`config.mk`:
```
export PLATFORM = sky130hd
export DESIGN_NAME = ftdi_tx_arbiter
export DESIGN_NICKNAME = d
export VERILOG_FILES = /design/src/rtl/ftdi_tx_arbiter.sv
export SDC_FILE = /design/constraint.sdc
export NUM_CORES = 1
export LEC_CHECK = 0
export ABC_AREA = 1
export CORE_ASPECT_RATIO = 1.75
export CORE_UTILIZATION = 40
export CTS_BUF_LIST = sky130_fd_sc_hd__clkbuf_8
export CTS_CLUSTER_DIAMETER = 80
export CTS_CLUSTER_SIZE = 20
export DETAILED_ROUTE_END_ITERATION = 10
export MAX_ROUTING_LAYER = met4
export PLACE_DENSITY_LB_ADDON = 0.3
export SETUP_SLACK_MARGIN = 0.02
export SLEW_MARGIN = 20
export SYNTH_ARGS = -nofsm -noshare
export SYNTH_HDL_FRONTEND = slang
export SYNTH_SLANG_ARGS = --single-unit
```
`constraint.sdc`:
```
create_clock -name clk -period 3.2 [get_ports clk]
set_input_delay 0.64 -clock clk [delete_from_list [all_inputs] [get_ports clk]]
set_output_delay 0.64 -clock clk [all_outputs]
set_load 0.1 [all_outputs]
```
`src/rtl/ftdi_tx_arbiter.sv`:
```
// Round-robin arbiter that frames packets from NUM_REQ byte sources into one FTDI write FIFO.
// Each packet is a tagged header byte, a length byte, then the payload; starved payloads are zero-padded.
module ftdi_tx_arbiter #(
  parameter int         NUM_REQ = 3,
  parameter logic [3:0] HDR_TAG = 4'hA,
  parameter int         TIMEOUT = 255
) (
  input  logic                   clk,
  input  logic                   res_n,
  input  logic [NUM_REQ-1:0]     req,
  input  logic [8*NUM_REQ-1:0]   req_len,
  input  logic [8*NUM_REQ-1:0]   req_data,
  input  logic [NUM_REQ-1:0]     req_valid,
  output logic [NUM_REQ-1:0]     req_ready,
  output logic [NUM_REQ-1:0]     grant,
  output logic [7:0]             fifo_din,
  output logic                   fifo_wr_en,
  input  logic                   fifo_prog_full,
  output logic                   busy,
  output logic [7:0]             abort_count
);

  localparam int IW = (NUM_REQ > 2) ? 2 : 1;
  localparam int SW = $clog2(TIMEOUT + 1);

  typedef enum logic [2:0] {IDLE, HDR, LEN, PAYLOAD, ABORT} state_t;

  state_t        state, state_next;
  logic [IW-1:0] owner, last, pick, cand;
  logic          pick_valid;
  logic [7:0]    len_cnt;
  logic [SW-1:0] starv;
  logic          xfer, starved, timeout_hit;

  // Search starts just past the previous owner, so the pointer alone decides ties.
  always_comb begin
    // NOTE: every always_comb output gets a default first, so no latch can be inferred.
    pick       = '0;
    pick_valid = 1'b0;
    cand       = '0;
    for (int off = 1; off <= NUM_REQ; off++) begin
      cand = IW'((int'(last) + off) % NUM_REQ);
      if (!pick_valid && req[cand]) begin
        pick       = cand;
        pick_valid = 1'b1;
      end
    end
  end

  always_comb begin
    state_next  = state;
    xfer        = 1'b0;
    starved     = 1'b0;
    timeout_hit = 1'b0;
    case (state)
      IDLE:    if (pick_valid) state_next = HDR;
      HDR:     if (!fifo_prog_full) state_next = LEN;
      LEN:     if (!fifo_prog_full) state_next = (len_cnt != 8'd0) ? PAYLOAD : IDLE;
      PAYLOAD: if (!fifo_prog_full) begin
        if (req_valid[owner]) begin
          xfer = 1'b1;
          if (len_cnt <= 8'd1) state_next = IDLE;
        end else begin
          starved = 1'b1;
          if (starv == SW'(TIMEOUT - 1)) begin
            timeout_hit = 1'b1;
            state_next  = ABORT;
          end
        end
      end
      ABORT:   if (!fifo_prog_full && len_cnt <= 8'd1) state_next = IDLE;
      default: state_next = IDLE;
    endcase
  end

  always_ff @(posedge clk or negedge res_n) begin
    // NOTE: sequential state is updated with non-blocking assignments only.
    if (!res_n) state <= IDLE;
    else        state <= state_next;
  end

  always_ff @(posedge clk or negedge res_n) begin
    if (!res_n) begin
      grant       <= '0;
      owner       <= '0;
      last        <= IW'(NUM_REQ - 1);
      len_cnt     <= '0;
      starv       <= '0;
      fifo_din    <= '0;
      fifo_wr_en  <= 1'b0;
      abort_count <= '0;
    end else begin
      fifo_wr_en <= 1'b0;
      if (state == IDLE && pick_valid) begin
        grant   <= NUM_REQ'(1) << pick;
        owner   <= pick;
        len_cnt <= req_len[8*int'(pick) +: 8];
        starv   <= '0;
      end
      if (state == HDR && !fifo_prog_full) begin
        fifo_wr_en <= 1'b1;
        fifo_din   <= {HDR_TAG, 2'b00, 2'(owner)};
      end
      if (state == LEN && !fifo_prog_full) begin
        fifo_wr_en <= 1'b1;
        fifo_din   <= len_cnt;
      end
      if (xfer) begin
        fifo_wr_en <= 1'b1;
        fifo_din   <= req_data[8*int'(owner) +: 8];
        len_cnt    <= len_cnt - 8'd1;
        starv      <= '0;
      end
      if (starved) starv <= timeout_hit ? '0 : starv + 1'b1;
      if (timeout_hit && abort_count != 8'hFF) abort_count <= abort_count + 8'd1;
      // Padding keeps the downstream framing intact: the length byte already promised len_cnt bytes.
      if (state == ABORT && !fifo_prog_full) begin
        fifo_wr_en <= 1'b1;
        fifo_din   <= 8'h00;
        len_cnt    <= len_cnt - 8'd1;
      end
      if (state != IDLE && state_next == IDLE) begin
        grant <= '0;
        last  <= owner;
      end
    end
  end

  assign req_ready = (state == PAYLOAD && !fifo_prog_full) ? grant : '0;
  assign busy      = (state != IDLE);

endmodule

```
# Word-level counts from Yosys, hierarchy flattened
# Cells that the tools add are included.
# classes
n_addsub	6
div	3
n_lt_le_gt_ge	5
eq_ne	6
shift	3
n_mux	52
n_reduce_logical	21
# ops
operator	n
remainder unit 32 x 3 -> 32 bit (second input constant)	3
two-way mux 8 bit	11
variable part select 24 x 6 -> 8 bit	2
two-way mux 3 bit	11
two-way mux 1 bit	21
adder 8 x 1 -> 8 bit (second input constant)	2
case mux 3 bit (5 select lines)	1
< comparator 2 x 3 -> 1 bit (second input constant)	4
logical AND 1 bit	10
nonzero test 3 bit	3
binary-select mux 1 bit (select 2 bit)	4
== test 8 bit (second input constant)	1
less-or-equal comparator 8 x 1 -> 1 bit (second input constant)	1
two-way mux 2 bit	4
!= test 8 bit (second input constant)	1
nonzero test 8 bit	1
subtractor 8 x 1 -> 8 bit (second input constant)	1
adder 2 x 2 -> 3 bit (second input constant)	2
== test 3 x 2 -> 1 bit (second input constant)	2
zero test 3 bit	2
nonzero test 4 bit	1
adder 2 x 1 -> 3 bit (second input constant)	1
== test 3 x 1 -> 1 bit (second input constant)	1
== test 3 bit (second input constant)	1
3 further kinds	5
# word_totals
ff_bits	43

# Depth between registers and ports, before layout
# Gate-level depths: netlist of the first run.
# depth
depth_word	16
depth_mapped	15

# Least setup slack after synthesis of the first run
# OpenSTA, ideal clock, no wires.
# synth_timing
path_kind	flip-flop to output port
startpoint	register grant[0]
endpoint	output req_ready[0]
arrival_time_ns	2.332
t_required_ns	2.560
slack_ns	0.228
path_stages_with_launch	3
path_buffers	0
path_cell_list	dfrtp_1 inv_1 nor2_1
# synth_between
elab_chain_cells	1
# synth_rtl
element	line_no	rtl
start: declaration	15	output logic [NUM_REQ-1:0] grant,
start signal: assignment	95	grant <= NUM_REQ'(1) << pick;
two-way mux 3 bit	129	assign req_ready = (state == PAYLOAD && !fifo_prog_full) ? grant : '0;
end: declaration	14	output logic [NUM_REQ-1:0] req_ready,
# Every way passes these cells.

# Worst setup path in the final report of the first run
# layout_timing
startpoint	input fifo_prog_full
endpoint	output req_ready[2]
# layout_between
elab_chain_cells	3
# layout_rtl
element	line_no	rtl
start: declaration	18	input logic fifo_prog_full,
zero test 1 bit	129	
logical AND 1 bit	129	
two-way mux 3 bit	129	
# Every way passes these cells.

==> results.yml, run 1 <==
drt:
  drtAntennaViolNets: 0
  drt-pass1-iter-count: 4
  drt_iter0_drc: 184
  drcViolationCount: 0
  wl_microns: 7636
  drt-wirelength-per-cell_microns: 13.08
  vias: 2993
  via_per_inst: 5.125
die:
  ioPinCount: 81
  dieArea_sq_mm: 0.008012
  core-area_sq_mm: 0.007284
  die_h_microns: 117.7
  die_x_microns: 68.10
  rows: 41
  initial_core_util_pct: 41.98
timing:
  maxSlewHeadroom_pct: 62.57
  period_minus_slack_ps: 2482
  fin_crit_sh_pct: 77.56
  finClkSkew_ps: 11.62
  rsz0062_at_grt: "no"
  drv_slew: 0
  setup_viol: 0
  tns_ps: 0
  tightestPinTransition_ps: 561.4
  whs_ps: 320.0
  fin_ws_ps: 718.1
  max_freq_ghz: 0.4029
  hold_viol: 0
cts:
  htreeDepth: 2
  cts_tree: "yes"
  cts_resized: 0
  cts_buffers: 5
  cts.clk_slew.worst_paths_ps: 70
  cts_sinks: 43
  clockRootBuffer: "clkbuf_8"
  post_cts_buffers: 0
  clk_latency_ps: 310
  clk_path_buf_depth: 2
  ctsHoldBuffers: 0
setup_path:
  r2r-end: "last[0]"
  crit_path_start_kind: "primary input"
  r2r-start: "owner[0]"
  ff2ff_path_depth: 10
  worstSetupPathType: "in -> out"
  worst_setup_path_end_kind: "output pin"
  critPathRequiredTime_ps: 2560
  worstPathArrival_ps: 1840
  r2r_setup_slack_ps: 1000
  worstPathMaxFanout: 9
finish:
  multi_input_area_sq_mm: 0.001739
  diodes: 0
  syn_to_final_growth_pct: 30.81
  fill_cells: 717
  fin_nets: 562
  regArea_sq_mm: 0.001077
  drive_gt1_share_pct: 14.86
synthesis:
  synth_top_cell_by_area: "dfrtp_1"
  mappedNetlistArea_sq_mm: 0.003058
  syn_avg_cell_area_sq_um: 7.369
  synth.distinct_cells: 45
  synthCells: 415
  synth_warnings: 0
  synthArstFlopShare_pct: 100.0
  synth_top_area_share_pct: 34.37
  synth-edff-count: 0
  synth.area.top_cells: "dfrtp_1 34%, nand2_1 12%, nand3_1 8.7%"
  ys_seq_area_share_pct: 35.23
  ys_ff_latch: 43
  ys.flop_type: "dfrtp_1"
  syn_nets: 480
global_route:
  grt_pass1_wl_microns: 12810
  grt_max_degree: 44
  grt_pass1_vias: 2889
  grt-ovfl-total: 0
  antenna_found_initial: 0
  grt_usage_pct: 21.23
job:
  cap_violations: 0
placed_design:
  port_buffers: 80
  dp_hpwl_microns: 6046
  place_ws_ps: 703.5
  gp_routability_congestion: 0.8788
power_and_ir_drop:
  peakVddDrop_uv: 508.1
  powerDensity_mw_per_mm2: 914.7
  total_leakage_power_nw: 1.936
status:
  status: "completed"
min_path:
  hold_path_class: "in -> async"
==> worst max path at each step <==
stage                              start            to  slack [ps]  cells after the start
after floorplan                 grant[0]  req_ready[0]         230                      2
after CTS                 fifo_prog_full  req_ready[2]         700                      5
final                     fifo_prog_full  req_ready[2]         720                      5
after global placement    fifo_prog_full  req_ready[2]         730                      5
after detailed placement  fifo_prog_full  req_ready[2]         700                      5
after global routing      fifo_prog_full  req_ready[2]         620                      5
==> cell type report <==
| class | instances | area share [%] |
|---|---|---|
| multi-input cells | 315 | 43.48 |
| well taps | 86 | 2.690 |
| clock buffers | 7 | 2.409 |
| clock inverters | 1 | 0.09384 |
| repair buffers | 80 | 19.39 |
| flip-flops and latches | 43 | 26.93 |
| inverters | 52 | 5.005 |
==> cell usage in the layout, fill, tap and decap left out, types with 4 or more instances in the layout <==
| cell type | Yosys | final |
|---|---|---|
| a21oi_1 | 18 | 18 |
| a31oi_1 | 5 | 5 |
| buf_4 | 2 | 22 |
| clkbuf_8 | 0 | 7 |
| clkdlybuf4s50_1 | 0 | 55 |
| dfrtp_1 | 42 | 42 |
| ha_1 | 8 | 8 |
| inv_1 | 41 | 42 |
| inv_2 | 8 | 8 |
| nand2_1 | 99 | 99 |
| nand2_2 | 6 | 6 |
| nand2_4 | 4 | 4 |
| nand3_1 | 53 | 53 |
| nand3_2 | 4 | 4 |
| nor2_1 | 38 | 38 |
| nor2_4 | 6 | 6 |
| nor3_1 | 5 | 5 |
| o21ai_0 | 17 | 17 |
| o21ai_1 | 8 | 8 |
| xnor2_1 | 4 | 4 |
| xor2_1 | 7 | 7 |
==> routing by layer <==
layer | vias to the layer above | wire length, microns | GRT usage (%)
met3 | 9 | 221 | 3.198
met2 | 63 | 4144 | 37.13
li1 | 1528 | - | -
met4 | 0 | 148 | 7.422
met5 | - | 0 | -
met1 | 1393 | 3121 | 23.24
==> state kept, by name (all words and copies together) (netlist names) <==
register and count:
abort_count 8, state 3, last 2, fifo_wr_en 1
grant 3, fifo_din 8, starv 8, owner 2
len_cnt 8
==> synthesized netlist by cell type, types with 2 or more instances <==
master / instances
nand2_1: 99
nand3_1: 53
dfrtp_1: 42
inv_1: 41
nor2_1: 38
a21oi_1: 18
o21ai_0: 17
ha_1: 8
inv_2: 8
o21ai_1: 8
xor2_1: 7
nand2_2: 6
nor2_4: 6
a31oi_1: 5
nor3_1: 5
nand2_4: 4
nand3_2: 4
xnor2_1: 4
a211oi_1: 3
o31ai_1: 3
a22oi_1: 2
buf_4: 2
buf_6: 2
inv_4: 2
nand4_1: 2
nor3_2: 2
o211ai_1: 2
o21a_1: 2
o21ai_2: 2
o221ai_1: 2
or2_2: 2
==> logic make-up after synthesis <==
group,Yosys count,synth area share (%)
muxes,2,0.6956
adders and majority gates,8,3.273
DFF,43,35.23
buffers and inverters,57,7.897
xor gates and xnor gates,11,3.150
AOI/OAI and AO/OA,68,13.50
and+or+nand+nor,226,36.25
==> where the power goes <==
| group | switching, mW | total (mW) | leakage, nW | internal, mW |
|---|---|---|---|---|
| clock network | 0.184 | 0.378 | 0.0557 | 0.194 |
| logic | 1.68 | 2.39 | 1.32 | 0.709 |
| registers | 0.177 | 0.891 | 0.559 | 0.714 |
| total | 2.04 | 3.66 | 1.94 | 1.62 |
==> through the flow <==
step | cells | cell area, sq um | utilization (%) | total power, mW
after global placement | 576 | 3897 | 53.50 | 3.250
after detailed placement | 576 | 3897 | 53.50 | 3.292
after floorplan | 415 | 3058 | - | 2.774
final | 584 | 4000 | 54.91 | 3.659
after CTS | 584 | 3998 | 54.88 | 3.680
after global routing | 584 | 4000 | 54.91 | 3.975
==> critical path, cell delays in order <==
cell and delay [ps]:
clkdlybuf4s50_1 480, clkinv_1 220, nand2_4 220, nor2_1 100, buf_12 170
No activity file was read; power rests on OpenSTA's default activity.
==> run 2, diff against run 1 <==
clock period = 2.25 ns   (was 3.2 ns; I/O delays follow)
==> results.yml, run 2 (synthesized netlist as in run 1, its figures left out) <==
finish:
  fin_nets: 572
  regArea_sq_mm: 0.001077
  fill_cells: 694
  diodes: 0
  multi_input_area_sq_mm: 0.001785
  final_common_cell: "nand2_1"
  drive_gt1_share_pct: 17.91
  stdcell_count: 594
  syn_to_final_growth_pct: 35.52
  mostFrequentLayoutCells: "98 x nand2_1, 55 x clkdlybuf4s50_1, 53 x nand3_1"
die:
  core-area_sq_mm: 0.007284
  die_h_microns: 117.7
  initial_core_util_pct: 41.98
  ioPinCount: 81
  rows: 41
  die_x_microns: 68.10
  dieArea_sq_mm: 0.008012
timing:
  max_freq_ghz: 0.4565
  drv_slew: 0
  fin_ws_ps: 59.23
  tns_ps: 0
  fin_crit_sh_pct: 97.37
  finClkSkew_ps: 11.91
  tightestPinTransition_ps: 361.3
  rsz0062_at_grt: "yes"
  maxSlewHeadroom_pct: 75.78
  setup_viol: 0
  hold_viol: 0
  period_minus_slack_ps: 2191
global_route:
  grt_pass1_vias: 3196
  grt_pass1_wl_microns: 13720
  grt_max_degree: 44
  grt_usage_pct: 22.62
  antenna_found_initial: 0
  grt-ovfl-total: 0
cts:
  post_cts_buffers: 0
  clk_path_buf_depth: 2
  cts_sinks: 43
  clockRootBuffer: "clkbuf_8"
  htreeDepth: 2
  cts_tree: "yes"
  cts.clk_slew.worst_paths_ps: 90
  clk_latency_ps: 310
  cts_buffers: 5
setup_path:
  worstPathMaxFanout: 6
  worstSetupPathType: "in -> out"
  ff2ff_path_depth: 11
  worst_setup_path_end_kind: "output pin"
  worstPathArrival_ps: 1740
  critPathSlowestCell: "clkdlybuf4s50_1"
  crit_path_start_kind: "primary input"
  cp_slowest_stage_delay_ps: 510
  r2r-start: "last[1]"
  critPathRequiredTime_ps: 1800
  r2r-end: "len_cnt[0]"
  r2r_setup_slack_ps: 160
  crit_chain: "clkdlybuf4s50_1 -> clkinv_1 -> nand2_4 -> buf_4 -> nor2_4 -> buf_12"
drt:
  drt_iter0_drc: 192
  via_per_inst: 5.263
  drcViolationCount: 0
  drt-wirelength-per-cell_microns: 13.54
  drt-pass1-iter-count: 4
  vias: 3126
  wl_microns: 8040
  drtAntennaViolNets: 0
status:
  status: "completed"
power_and_ir_drop:
  power_mw: 5.431
  total_leakage_power_nw: 1.994
  powerDensity_mw_per_mm2: 1310
  peakVddDrop_uv: 930.9
placed_design:
  placed_cells: 586
  dp_hpwl_microns: 6403
  port_buffers: 80
  place_ws_ps: -31.41
  gp_routability_congestion: 0.9646
job:
  cap_violations: 0
min_path:
  hold_path_class: "in -> async"
run 2: cell count changes in the layout (fill, tap and decap cells not counted), sizes merged:
cell    change
buf        +10
inv         -1
bufinv      +1
clkinv      +2
clkbuf      -2
run 2: area by class of cell:
type,instances,area share (%)
multi-input cells,315,43.09
flip-flops and latches,43,26.00
repair buffers,90,20.77
inverters,52,4.831
well taps,86,2.597
clock buffers,5,1.661
clock inverters,3,1.057
run 2: how the worst max path moves through the flow:
stage                   startpoint              to  slack (ps)  depth (start not counted)
global placement            req[1]      len_cnt[2]          50                         13
floorplan           abort_count[3]  abort_count[7]          80                          6
detailed placement          req[1]      len_cnt[2]         -30                         13
finish              fifo_prog_full    req_ready[1]          60                          6
CTS                 fifo_prog_full    req_ready[1]          70                          6
global route        fifo_prog_full    req_ready[2]           9                          6
run 2: timing repair:
action	in CTS	in global routing
hold buffers	0	0
endpoints found under the setup margin	0	10
gates resized for setup	0	7
run 2: per-layer routing:
layer / vias to the layer above / routed length, microns / track usage [%]
li1: 1558 / - / -
met1: 1450 / 2976 / 23.37
met2: 100 / 4454 / 40.44
met3: 18 / 376 / 2.907
met4: 0 / 233 / 9.635
met5: - / 0 / -
run 2: where the power goes:
group	switching (mW)	internal (mW)	leakage (nW)
Clock	0.282	0.331	0.0581
Combinational	2.50	1.08	1.38
Sequential	0.220	1.02	0.559
run 2: critical path: cells and delay by family:
family | cells | cell delay (ps)
and+or+nand+nor | 2 | 220
buffers and inverters | 4 | 1060
run 2: stage by stage:
step	instance area, sq um	utilization (%)	hold slack, ps
4_1_cts	4120	56.56	98.88
3_3_place_gp	4008	55.02	443.0
5_1_grt	4144	56.89	104.5
6_report	4144	56.89	95.58
2_1_floorplan	3080	-	154.4
3_5_place_dp	4008	55.02	444.9
==> RTL change 1, RTL diff (config.mk and constraints of run 1) <==
Change the parameter `TIMEOUT` from 255 to 510.
--- a/src/rtl/ftdi_tx_arbiter.sv
+++ b/src/rtl/ftdi_tx_arbiter.sv
@@ -3,7 +3,7 @@
 module ftdi_tx_arbiter #(
   parameter int         NUM_REQ = 3,
   parameter logic [3:0] HDR_TAG = 4'hA,
-  parameter int         TIMEOUT = 255
+  parameter int         TIMEOUT = 510
 ) (
   input  logic                   clk,
   input  logic                   res_n,
Formal check against the unedited RTL: same outputs for any inputs over 4 cycles, from zero or initial values; that may be too few to reach the edited logic, so the function may still have changed.
==> RTL change 1 against run 1 <==
Core utilization shrank 0.51 points. Non-clock buffer count is the same. Sequential cell count grew 1. Die area grew 5.1%. Worst setup slack lost 130 ps. Total power shrank 0.59%. Wire length grew 10%. Synthesized area grew 5.2%. Cell area grew 4.3%. Critical path type unchanged. Highest routed layer unchanged.
==> RTL change 1: results (changes against run 1) <==
metric;value;unit;change
status;finished clean;;
Seq/total area;26.4;%;-0.52 points
Reg power frac;24.0;%;-0.4 points
synth unique cells;42;;-6.7%
fillers;751;;+4.7%
#MultiIn Comb;319;;+1.3%
routing usage on met2;39.4;%;+2.3 points
VDD IR-drop max;573;uV;+13%
Mean Syn Cell Area;7.50;sq um;+1.8%
initial DRC count;145;;-21%
design area;4170;sq um;+4.3%
grt met3 use;3.25;%;+0.052 points
Post-synth top cells;nand2_1, nand3_1, inv_1;;
Setup WS pre-CTS;586;ps;-118 ps
Nets;577;;+2.7%
clock buffer count;6;;-1
dpl cell area;4080;sq um;+4.7%
wire length of the first global-routing pass;14.1;mm;+10%
non-clock inverter count in the final layout;63;;+21%
Clock transition at path regs;90;ps;+20 ps
placed cell count;594;;+3.1%
actual slew at the worst max-slew pin;565;ps;+4.04 ps
vias;3100;;+3.6%
most area-consuming cells after synthesis;dfrtp_1, nand2_1, nand3_1;;
routed length per instance;14.0;um;+7.0%
vias in the first global route;3164;;+9.5%
Worst path max stage delay;550;ps;+70 ps
gr usage total;21.3;%;+0.033 points
M1 WL;3.24;mm;+3.7%
Layout Cells excl Fill;602;;+3.1%
Num CTS Buffers;5;;unchanged
NonClk Buf Share;18.6;%;-0.81 points
Clock Skew;5.84;ps;-5.79 ps
largest net degree at the start of global routing;45;;+2.3%
switching power;2.04;mW;-0.31%
Syn Nets;493;;+2.7%
# clock sinks;44;;+2.3%
Int Pwr;1.60;mW;-0.95%
crit path max fanout;6;;-3
multi-input gate share of total cell area;44.3;%;+0.83 points
met1 Track Usage GR;22.3;%;-0.96 points
clock network area share;2.16;%;-0.34 points
# diodes;0;;unchanged
detailed-placement wirelength estimate;6.55;mm;+8.3%
met2 routed WL;4.68;mm;+13%
RTL change 1: changes by cell type in the layout (fill, tap and decap cells not counted), sizes merged, moves of 5 or more:
cell / run 1 / this run
nand4: 2 / 10
o21ai: 28 / 34
nand2: 110 / 105
inv: 52 / 65
nand3: 57 / 63
xor2: 7 / 12
a21oi: 18 / 13
nor3: 8 / 3
RTL change 1: final timing paths:
check,start,endpoint,depth (start not counted)
min in group clk,last[1]$_DFFE_PN1P_,last[1]$_DFFE_PN1P_,2
max reg2reg,owner[0]$_DFFE_PN0P_,len_cnt[1]$_DFFE_PN0P_,12
max in group asynchronous,res_n,fifo_din[1]$_DFFE_PN0P_,1
max,fifo_prog_full,req_ready[0],5
min reg2reg,last[1]$_DFFE_PN1P_,last[1]$_DFFE_PN1P_,2
min,res_n,len_cnt[7]$_DFFE_PN0P_,1
RTL change 1: cell families after synthesis:
family | synth area share (%)
compound gates | 11.6
mux | 0.350
fa+ha+maj | 2.72
xor+xnor | 4.36
buf+inv | 8.25
simple gates | 38.5
flops | 34.3
==> RTL change 2, RTL diff (flow settings as in run 1) <==
Without the edit above. The 5 states of `state_t` get a Gray code encoding in 3 bits.
--- a/src/rtl/ftdi_tx_arbiter.sv
+++ b/src/rtl/ftdi_tx_arbiter.sv
@@ -23,7 +23,7 @@
   localparam int IW = (NUM_REQ > 2) ? 2 : 1;
   localparam int SW = $clog2(TIMEOUT + 1);
 
-  typedef enum logic [2:0] {IDLE, HDR, LEN, PAYLOAD, ABORT} state_t;
+  typedef enum logic [2:0] {IDLE = 3'b000, HDR = 3'b001, LEN = 3'b011, PAYLOAD = 3'b010, ABORT = 3'b110} state_t;
 
   state_t        state, state_next;
   logic [IW-1:0] owner, last, pick, cand;
Formal check against the unedited RTL: same outputs for any inputs over 4 cycles, from zero or initial values; so few cycles prove little.
==> RTL change 2 against run 1 <==
Core utilization is 0.21 points lower. Via count down 0.17%. Cell area decreased by 1.8%. Die area is 3.0% lower. Worst setup slack worse by 130 ps. Total power increased by 1.3%. Sequential cell count unchanged. Synthesized area decreased by 3.0%. Wire length is 5.3% higher. Count of clock-buffer cells in the layout shrank 1. Clock skew is 8.3 ps lower. Synthesized cell count down 4.6%.
==> RTL change 2: results (changes against run 1) <==
metric;value;unit;change
status;finished clean;;
initial DRC count;135;;-27%
WL final;8.04;mm;+5.3%
synth unique cells;39;;-13%
Post-CTS Resized;0;;unchanged
Layout Cells excl Fill;566;;-3.1%
Relative slew margins;62.8;%;+0.27 points
Final GP Congestion;0.901;;+2.5%
VDD IR-drop max;604;uV;+19%
largest net degree at the start of global routing;44;;unchanged
sequential-to-total area share from yosys stat;36.3;%;+1.1 points
Post-synth top cells;nand2_1, nand3_1, dfrtp_1;;
vias in the first global route;2970;;+2.8%
share of cells above drive strength 1;16.9;%;+2.0 points
Cells after Synth;396;;-4.6%
gr usage total;22.7;%;+1.5 points
Syn Nets;460;;-4.2%
Worst EP arrival;1970;ps;+130 ps
placed cell count;558;;-3.1%
P_leak;1.86;nW;-3.8%
vias per cell;5.28;;+3.0%
Nets;543;;-3.4%
crit path max fanout;5;;-4
Clock Skew;3.29;ps;-8.33 ps
most area-consuming cells after synthesis;dfrtp_1, nand2_1, nand3_1;;
Worst path max stage delay;530;ps;+50 ps
fillers;703;;-2.0%
switching power;2.04;mW;about the same
wire length of the first global-routing pass;13.0;mm;+1.6%
RTL change 2: cell type report:
class	instances	area, sq um	share of cell area (%)
multi-input combinational	300	1660	42.3
clock buffer	6	82.6	2.10
tap	86	108	2.74
clock inverter	2	35.0	0.892
sequential	43	1080	27.4
timing repair buffer	80	776	19.7
inverter	49	189	4.81
RTL change 2: per-layer routing:
layer  global-route usage (%)  part of all wire (%)  routed length (um)  up-vias
met2                     43.1                    58                4690       75
met5                        -                     0                   0        -
li1                         -                     -                   -     1474
met3                     2.46                   3.5                 279       24
met1                     21.6                    35                2820     1415
met4                     11.3                   3.1                 246        0
RTL change 2: per-stage QoR:
step	setup slack [ps]	util [%]	cell area, sq um
2_1_floorplan	228	-	2970
3_5_place_dp	585	53.0	3810
6_report	588	54.7	3930
3_3_place_gp	630	53.0	3810
4_1_cts	584	54.7	3930
5_1_grt	452	54.7	3930
RTL change 2: final timing paths:
kind	start	end	slack (ps)	cells after the start
min in group clk	last[1]$_DFFE_PN1P_	last[1]$_DFFE_PN1P_	490	2
worst min-delay path	res_n	starv[4]$_DFFE_PN0P_	320	1
worst max register to register	last[1]$_DFFE_PN1P_	len_cnt[7]$_DFFE_PN0P_	1030	12
worst max-delay path	fifo_prog_full	req_ready[1]	590	5
max in group asynchronous	res_n	len_cnt[2]$_DFFE_PN0P_	2500	1
worst min register to register	last[1]$_DFFE_PN1P_	last[1]$_DFFE_PN1P_	490	2
RTL change 2: logic make-up (layout without fill, tap and decap cells):
group                      Yosys count  after routing  synth area share, %
and+or+nand+nor                    211            211                 35.8
AOI/OAI and AO/OA                   70             70                 13.6
buffers and inverters               53            137                 7.64
DFF                                 43             43                 36.3
xor gates and xnor gates            10             10                 2.95
adders and majority gates            7              7                 2.95
muxes                                2              2                0.759
RTL change 2: worst reg2reg max path: stages, from the launching register on:
cell and delay, ps:
dfstp_2 550, inv_1 40, ha_1 230, inv_2 130, nor2_1 70, o21ai_1 240, nand3_1 130, nand2_2 210
inv_2 140, nand3_1 110, nand3_1 100, nand2_1 70, nand2_1 50
RTL change 2: power by group through the flow:
stage / Sequential (mW) / Clock [mW] / Combinational [mW]
global route: 0.920 / 0.475 / 2.59
finish: 0.896 / 0.449 / 2.36
CTS: 0.895 / 0.455 / 2.37
detailed placement: 0.904 / 0 / 2.37
floorplan: 1.26 / 0 / 1.46
global placement: 0.897 / 0 / 2.32
